===== config.mk =====
export PLATFORM = sky130hd
export DESIGN_NAME = stream_demux_1_2
export DESIGN_NICKNAME = d
export VERILOG_FILES = /design/src/rtl/demux_pkg.sv /design/src/rtl/stream_slot.sv /design/src/rtl/stream_demux_1_2.sv
export SDC_FILE = /design/constraint.sdc
export NUM_CORES = 1
export LEC_CHECK = 0
export ABC_AREA = 1
export CORE_ASPECT_RATIO = 1.4
export CORE_MARGIN = 3
export CORE_UTILIZATION = 50
export DETAILED_ROUTE_END_ITERATION = 16
export DONT_BUFFER_PORTS = 1
export PLACE_DENSITY_LB_ADDON = 0.2
export SKIP_CTS_REPAIR_TIMING = 1
export SLEW_MARGIN = 30
export SYNTH_ARGS = -nofsm -noshare
export SYNTH_HDL_FRONTEND = slang
export SYNTH_SLANG_ARGS = --single-unit

===== constraint.sdc =====
create_clock -name clk -period 2.1 [get_ports clk]
set_input_delay 0.42 -clock clk [delete_from_list [all_inputs] [get_ports clk]]
set_output_delay 0.42 -clock clk [all_outputs]
set_load 0.05 [all_outputs]

===== src/rtl/demux_pkg.sv =====
// Shared types and defaults for the 1-to-2 stream demultiplexer.
// Holds the route FSM state encoding and default widths.
package demux_pkg;

  typedef enum logic {
    IDLE,
    LOCKED
  } demux_state_t;

  localparam int DEMUX_WIDTH_DEF = 8;
  localparam int DEMUX_CNT_W_DEF = 16;

endpackage


===== src/rtl/stream_slot.sv =====
// One-entry registered stream slot: holds a single beat until drained.
// Ports: clk, rst, i_load/i_data/i_last (fill), i_ready (consumer),
//        o_valid/o_data/o_last (output beat), o_free (can accept now).
module stream_slot #(
  parameter int WIDTH = 8
) (
  input  logic             clk,
  input  logic             rst,
  input  logic             i_load,
  input  logic [WIDTH-1:0] i_data,
  input  logic             i_last,
  input  logic             i_ready,
  output logic             o_valid,
  output logic [WIDTH-1:0] o_data,
  output logic             o_last,
  output logic             o_free
);

  logic             r_valid;
  logic [WIDTH-1:0] r_data;
  logic             r_last;

  // Free when empty or being drained this cycle.
  assign o_free  = !r_valid | i_ready;
  assign o_valid = r_valid;
  assign o_data  = r_data;
  assign o_last  = r_last;

  always_ff @(posedge clk or posedge rst) begin
    if (rst) begin
      r_valid <= 1'b0;
      r_data  <= '0;
      r_last  <= 1'b0;
    end else if (i_load) begin
      // Refill wins over drain, so valid stays high.
      r_valid <= 1'b1;
      r_data  <= i_data;
      r_last  <= i_last;
    end else if (r_valid & i_ready) begin
      r_valid <= 1'b0;
    end
  end

endmodule


===== src/rtl/stream_demux_1_2.sv =====
// Registered 1-to-2 stream demux; route picked by s on first beat.
// Ports: clk, rst, x_* input stream with s select, y0_*/y1_* outputs,
//        pkt_cnt0/pkt_cnt1 completed-packet counters per output.
module stream_demux_1_2
  import demux_pkg::*;
#(
  parameter int WIDTH = DEMUX_WIDTH_DEF,
  parameter int CNT_W = DEMUX_CNT_W_DEF
) (
  input  logic             clk,
  input  logic             rst,
  input  logic             x_valid,
  output logic             x_ready,
  input  logic [WIDTH-1:0] x_data,
  input  logic             x_last,
  input  logic             s,
  output logic             y0_valid,
  input  logic             y0_ready,
  output logic [WIDTH-1:0] y0_data,
  output logic             y0_last,
  output logic             y1_valid,
  input  logic             y1_ready,
  output logic [WIDTH-1:0] y1_data,
  output logic             y1_last,
  output logic [CNT_W-1:0] pkt_cnt0,
  output logic [CNT_W-1:0] pkt_cnt1
);

  demux_state_t r_state;
  demux_state_t w_state_nxt;
  logic         r_sel_q;
  logic         w_target;
  logic         w_free0;
  logic         w_free1;
  logic         w_accept;
  logic         w_load0;
  logic         w_load1;
  logic [CNT_W-1:0] r_cnt0;
  logic [CNT_W-1:0] r_cnt1;

  // In IDLE the live select steers; once locked, s is ignored.
  assign w_target = (r_state == LOCKED) ? r_sel_q : s;
  assign x_ready  = w_target ? w_free1 : w_free0;
  assign w_accept = x_valid & x_ready;
  assign w_load0  = w_accept & !w_target;
  assign w_load1  = w_accept & w_target;

  always_ff @(posedge clk or posedge rst) begin
    if (rst) begin
      r_state <= IDLE;
    end else begin
      r_state <= w_state_nxt;
    end
  end

  always_comb begin
    w_state_nxt = r_state;
    unique case (r_state)
      IDLE: begin
        if (w_accept & !x_last) w_state_nxt = LOCKED;
      end
      LOCKED: begin
        if (w_accept & x_last) w_state_nxt = IDLE;
      end
      default: w_state_nxt = IDLE;
    endcase
  end

  always_ff @(posedge clk or posedge rst) begin
    if (rst) begin
      r_sel_q <= 1'b0;
    end else if (r_state == IDLE && w_accept && !x_last) begin
      r_sel_q <= s;
    end
  end

  stream_slot #(.WIDTH(WIDTH)) u_slot0 (
    .clk     (clk),
    .rst     (rst),
    .i_load  (w_load0),
    .i_data  (x_data),
    .i_last  (x_last),
    .i_ready (y0_ready),
    .o_valid (y0_valid),
    .o_data  (y0_data),
    .o_last  (y0_last),
    .o_free  (w_free0)
  );

  stream_slot #(.WIDTH(WIDTH)) u_slot1 (
    .clk     (clk),
    .rst     (rst),
    .i_load  (w_load1),
    .i_data  (x_data),
    .i_last  (x_last),
    .i_ready (y1_ready),
    .o_valid (y1_valid),
    .o_data  (y1_data),
    .o_last  (y1_last),
    .o_free  (w_free1)
  );

  // Counters wrap naturally; a packet completes when its last beat leaves.
  always_ff @(posedge clk or posedge rst) begin
    if (rst) begin
      r_cnt0 <= '0;
      r_cnt1 <= '0;
    end else begin
      if (y0_valid & y0_ready & y0_last) r_cnt0 <= r_cnt0 + CNT_W'(1);
      if (y1_valid & y1_ready & y1_last) r_cnt1 <= r_cnt1 + CNT_W'(1);
    end
  end

  assign pkt_cnt0 = r_cnt0;
  assign pkt_cnt1 = r_cnt1;

endmodule


==> results of run 1 <==
==> cell usage in the layout, fill, tap and decap left out <==
master,synthesis,routed
nand2_1,93,93
nor3_1,2,2
bufinv_16,0,1
nor2_1,28,28
a31oi_2,0,1
clkbuf_1,0,2
nand4_1,7,7
nor2_2,5,5
buf_12,0,1
nand2_2,3,3
clkbuf_8,0,5
nand3_1,17,17
nand3_4,4,4
nor2_8,1,1
xor2_1,13,13
nand2_4,1,1
inv_2,1,2
o21ai_1,1,1
xnor2_1,8,8
o21ai_0,18,18
buf_4,0,32
nor2_4,4,4
ha_1,2,2
a21boi_0,1,1
inv_1,41,40
dfrtp_1,54,54
nand3b_1,2,2
==> per-stage QoR <==
stage | utilization, % | cells | instance area, µm²
2_1_floorplan | - | 310 | 2659
6_report | 61.78 | 412 | 3084
5_1_grt | 61.78 | 412 | 3084
4_1_cts | 61.78 | 412 | 3084
3_5_place_dp | 59.65 | 404 | 2978
3_3_place_gp | 59.65 | 404 | 2978
==> worst max-delay path by stage <==
stage,cells past startpoint,end,from,slack (ps)
after global routing,6,x_ready,register,100
after CTS,6,x_ready,register,210
after detailed placement,6,register,register,490
after global placement,6,register,register,520
final,6,x_ready,register,220
after floorplan,3,x_ready,u_slot0.o_valid,230
==> worst max-delay path: cells and delay by family (launching register included) <==
| family | cells | cell delay, ps |
|---|---|---|
| flip-flops | 1 | 410 |
| AND/OR/NAND/NOR | 3 | 260 |
| buffers and inverters | 2 | 340 |
| AO/OA/AOI/OAI | 1 | 150 |
==> power by group <==
part,switching [mW],total (mW),internal [mW]
clock network,0.319,0.676,0.357
registers,0.787,2.09,1.30
logic,0.787,1.13,0.339
==> layout make-up <==
type	count	area [µm²]	area share, %
clock buffers	7	76.32	2.475
clock inverters	1	30.03	0.9736
inverters	42	157.7	5.112
multi-input cells	211	1129	36.59
flip-flops and latches	54	1351	43.81
well taps	64	80.08	2.596
repair buffers	33	260.3	8.438
==> metal layers <==
metal / share of wire, % / vias to the layer above
li1: - / 1038
met1: 40 / 970
met2: 53 / 48
met3: 6.5 / 2
met4: 0.66 / 0
met5: 0 / -
==> kinds of logic (layout without fill, tap and decap cells) <==
kind of cell | count (synthesis) | in the layout | share of synthesized area [%]
adder cells (fa/ha/maj) | 2 | 2 | 0.9432
AND/OR/NAND/NOR | 167 | 167 | 30.33
flip-flops | 54 | 54 | 50.94
XOR/XNOR | 21 | 21 | 6.934
buffers and inverters | 45 | 83 | 6.745
AO/OA/AOI/OAI | 21 | 21 | 4.104
==> state kept, by name, summed over array words and instances, names as in the netlist, named ones only <==
name,flops
r_sel_q,1
pkt_cnt1,16
u_slot1.o_data,8
u_slot1.o_valid,1
u_slot0.o_last,1
u_slot0.o_data,8
u_slot0.o_valid,1
u_slot1.o_last,1
pkt_cnt0,16
==> flow_metrics.py, run 1 <==
metrics = {
    "placed_design": {
        "pre_cts_slack_ps": 487.7,
        "port_buffers": 0,
        "place.gp.congestion": 0.7525,
        "dp_hpwl_mm": 4.022,
    },
    "finish": {
        "area_growth_syn_to_layout_pct": 16.27,
        "drive_above_1_share_pct": 17.24,
        "n_antenna_cell": 0,
        "fillCellCount": 473,
        "layout.nets": 364,
    },
    "outcome": {
        "outcome": "finished clean",
    },
    "global_route": {
        "grt-busiest-layer": "met2",
        "grt_pass1_wl_mm": 8.866,
        "use_met2_pct": 31.52,
        "grt_start_max_net_pins": 31,
        "antenna_found_initial": 0,
        "gr-usage-all-layers_pct": 18.38,
        "globalRouteMet1Util_pct": 21.74,
        "grt_overflow_total": 0,
        "use_met3_pct": 5.025,
        "grt_pass1_vias": 1993,
    },
    "sta": {
        "rsz0062_at_grt": "false",
        "fin_hold_ws_ps": 41.85,
        "hold_viol_final": 0,
        "worst_slew_pin_slew_ps": 616.1,
        "slew_headroom_pct": 58.93,
        "finalCritPeriodShare_pct": 89.49,
        "final.min_clock_period_ps": 1879,
        "finalMaxSlewViolations": 0,
        "timing.final.ws_setup_ps": 220.7,
        "skew_ps": 5.794,
        "timing.fmax_ghz": 0.5321,
        "tns_ps": 0,
        "setup_viol": 0,
    },
    "floorplanning": {
        "dieArea_mm2": 0.006227,
        "die_w_um": 67.56,
        "initial_core_util_pct": 53.13,
        "pin_count": 68,
        "fp-row-count": 30,
        "coreArea_mm2": 0.004992,
        "die_h_um": 92.18,
    },
    "clock_network": {
        "htreeDepth": 2,
        "clock-root-buffer": "clkbuf_8",
        "path_clk_slew_ps": 90,
        "clkSinkCount": 54,
        "cts_buffer_depth": 2,
        "cts_tree": "built",
        "numCtsBuffers": 5,
        "clkLatencyLatePin_ps": 300,
    },
    "synthesis": {
        "syn-cell-area_mm2": 0.002653,
        "yosys.cell_count.top_type": "nand2_1",
        "yosysUniqueCellTypes": 25,
        "synthesis.nets": 327,
        "synth_top_area_cell": "dfrtp_1",
        "ys_top_cells_by_count": "nand2_1 (93), dfrtp_1 (54), inv_1 (41)",
        "synth_area_leaders": "dfrtp_1 (51%), nand2_1 (13%), inv_1 (5.8%)",
        "yosys_warnings": 0,
        "ys_async_sr_fraction_pct": 100.0,
        "synth_edf_count": 0,
        "ys.flop_type": "dfrtp_1",
        "syn_area_per_cell_um2": 8.557,
        "synth_seq_area_share_pct": 50.94,
        "syn_inst": 310,
        "synth_top_area_share_pct": 50.94,
        "synth.ff_latch_count": 54,
    },
    "route": {
        "vias": 2058,
        "via_per_inst": 4.995,
        "wl_per_cell_um": 12.85,
        "drt_iter0_drc": 67,
        "ant_nets": 0,
        "drc": 0,
        "routed_wl_mm": 5.295,
        "first_pass_iters": 4,
    },
    "run": {
        "maxCapViolCount": 0,
    },
    "setup_path": {
        "slowest_delay_ps": 410,
        "rrSetupSlack_ps": 490,
        "crit_required_ps": 1680,
        "worstPathArrival_ps": 1460,
        "cp_cell_sequence": "inv_1 -> nand2_1 -> nand2_1 -> nor2_1 -> a31oi_2 -> buf_4",
        "endpoint_kind": "output pin",
        "critPathKind": "register to output pin",
        "slowest_stage": "dfrtp_1",
        "critPathLaunchType": "register",
        "cp_max_fo": 4,
        "crit_path_frequent_cell": "nand2_1",
        "reg2reg_depth": 6,
    },
    "hold_path": {
        "min_path_type": "input port to async pin",
    },
    "pwr": {
        "finalPower_mw": 3.887,
        "peakVddDrop_mv": 0.8525,
        "cellPowerDensity_mw_per_mm2": 1260,
        "leakage_nw": 1.596,
    },
}
Power figures use the tool's default switching activity.
==> run 2, diff against run 1 <==
--- a/config.mk
+++ b/config.mk
@@ -7,7 +7,7 @@
 export LEC_CHECK = 0
 export ABC_AREA = 1
 export CORE_ASPECT_RATIO = 1.4
-export CORE_MARGIN = 3
+export CORE_MARGIN = 2
 export CORE_UTILIZATION = 50
 export DETAILED_ROUTE_END_ITERATION = 16
 export DONT_BUFFER_PORTS = 1
==> run 2 against run 1 <==
  * Worst hold slack lost 16 ps
  * First-iteration DRC count grew 21%
  * Largest power group unchanged
  * Critical path type unchanged
  * Global-route usage grew 1.8 points
  * Sequential share of layout area shrank 0.18 points
  * Clock-buffer cell count shrank 2
  * Register-to-register slack lost 40 ps
==> flow_metrics.py, run 2 (synthesized netlist as in run 1, its figures left out) <==
metrics = {
    "outcome": {
        "outcome": "finished clean",
    },
    "global_route": {
        "gr-usage-all-layers_pct": 20.16,
        "antenna_found_initial": 0,
        "grt_pass1_wl_mm": 9.301,
        "grt_pass1_vias": 2020,
        "grt_start_max_net_pins": 32,
        "grt_overflow_total": 0,
    },
    "clock_network": {
        "path_clk_slew_ps": 100,
        "cts_tree": "built",
        "clkLatencyLatePin_ps": 310,
        "htreeDepth": 2,
        "numCtsBuffers": 5,
        "cts_buffer_depth": 2,
        "clock-root-buffer": "clkbuf_8",
        "clkSinkCount": 54,
    },
    "pwr": {
        "p_int_mw": 2.003,
        "share_comb_of_total_power_pct": 28.9,
        "p_seq_share_pct": 52.6,
        "pwr-share-clk_pct": 18.4,
        "cellPowerDensity_mw_per_mm2": 1275,
        "leakage_nw": 1.603,
        "power_switching_mw": 1.946,
        "peakVddDrop_mv": 0.9053,
        "switching_share_pct": 49.27,
    },
    "setup_path": {
        "critPathLaunchType": "register",
        "endpoint_kind": "output pin",
        "cp_max_fo": 4,
        "worstPathArrival_ps": 1490,
        "critPathKind": "register to output pin",
        "crit_required_ps": 1680,
    },
    "route": {
        "first_pass_iters": 4,
        "ant_nets": 0,
        "drc": 0,
        "vias": 2002,
        "wl_per_cell_um": 12.97,
        "drt_iter0_drc": 81,
        "via_per_inst": 4.836,
        "routed_wl_mm": 5.369,
    },
    "placed_design": {
        "dp_hpwl_mm": 4.104,
        "place.gp.congestion": 0.7656,
        "port_buffers": 0,
        "dpl_cell_area_mm2": 0.002980,
    },
    "floorplanning": {
        "initial_core_util_pct": 51.42,
        "dieArea_mm2": 0.005912,
        "die_h_um": 90.18,
        "pin_count": 68,
        "coreArea_mm2": 0.005159,
        "die_w_um": 65.56,
        "fp-row-count": 31,
    },
    "sta": {
        "finalMaxSlewViolations": 0,
        "slew_headroom_pct": 58.12,
        "skew_ps": 5.818,
        "setup_viol": 0,
        "tns_ps": 0,
        "timing.fmax_ghz": 0.5228,
        "rsz0062_at_grt": "false",
        "hold_viol_final": 0,
        "final.min_clock_period_ps": 1913,
        "worst_slew_pin_slew_ps": 626.4,
        "finalCritPeriodShare_pct": 91.09,
    },
    "finish": {
        "area_growth_syn_to_layout_pct": 16.75,
        "layout.nets": 364,
        "drive_above_1_share_pct": 17.82,
        "stdcell_area_mm2": 0.003097,
        "layout_commonest_cell": "nand2_1",
        "mostFrequentLayoutCells": "nand2_1 (93), dfrtp_1 (54), inv_1 (40)",
        "n_antenna_cell": 0,
    },
    "run": {
        "maxCapViolCount": 0,
    },
    "hold_path": {
        "min_path_type": "input port to async pin",
    },
}
run 2: cell types whose count changed in the layout (fill, tap and decap cells not counted), sizes merged:
cell,previous run,this run
clkbuf,7,5
inv,42,44
run 2: layer usage:
metal,track usage (%),vias up,wire length [µm]
met4,7.986,0,121
met2,34.44,49,2764
met5,0,-,0
li1,-,1031,-
met1,23.57,912,2182
met3,5.382,10,300
run 2: final cells by class:
class / count / area (µm²)
clock inverters: 3 / 47.55
clock buffers: 5 / 68.82
multi-input cells: 211 / 1129
well taps: 66 / 82.58
inverters: 42 / 157.7
flip-flops and latches: 54 / 1351
fillers: 483 / 2062
repair buffers: 33 / 260.3
run 2: stage by stage:
step	util, %	std cells	power [mW]	hold WS [ps]	worst slack [ps]
floorplan	-	310	2.919	461.6	230.5
global placement	57.77	406	3.220	387.2	512.2
detailed placement	57.77	406	3.264	376.7	461.4
CTS	60.03	414	3.996	27.87	192.5
global route	60.03	414	4.168	45.69	95.08
finish	60.03	414	3.949	25.98	187.2
run 2: power by group through the flow:
| stage | Sequential [mW] | Clock (mW) | Combinational [mW] |
|---|---|---|---|
| 3_5_place_dp | 2.10 | 0 | 1.16 |
| 4_1_cts | 2.09 | 0.751 | 1.16 |
| 6_report | 2.08 | 0.728 | 1.14 |
| 5_1_grt | 2.12 | 0.791 | 1.26 |
| 3_3_place_gp | 2.10 | 0 | 1.12 |
| 2_1_floorplan | 2.43 | 0 | 0.492 |
run 2: critical path, cell delays in order, from the launching register on:
cell	delay, ps
dfrtp_1	420
inv_1	120
nand2_1	60
nand2_1	130
nor2_1	70
a31oi_2	160
buf_4	220
run 2: worst paths after layout:
kind	endpoint	cells past startpoint	slack [ps]	start
max	x_ready	6	190	register
min	pkt_cnt0[14]	1	30	rst
min reg2reg	r_sel_q	2	530	r_sel_q
max in group asynchronous	pkt_cnt1[5]	2	1520	rst
max reg2reg	u_slot1.o_data[2]	5	450	register
min in group clk	u_slot0.o_data[7]	2	250	x_data[7]
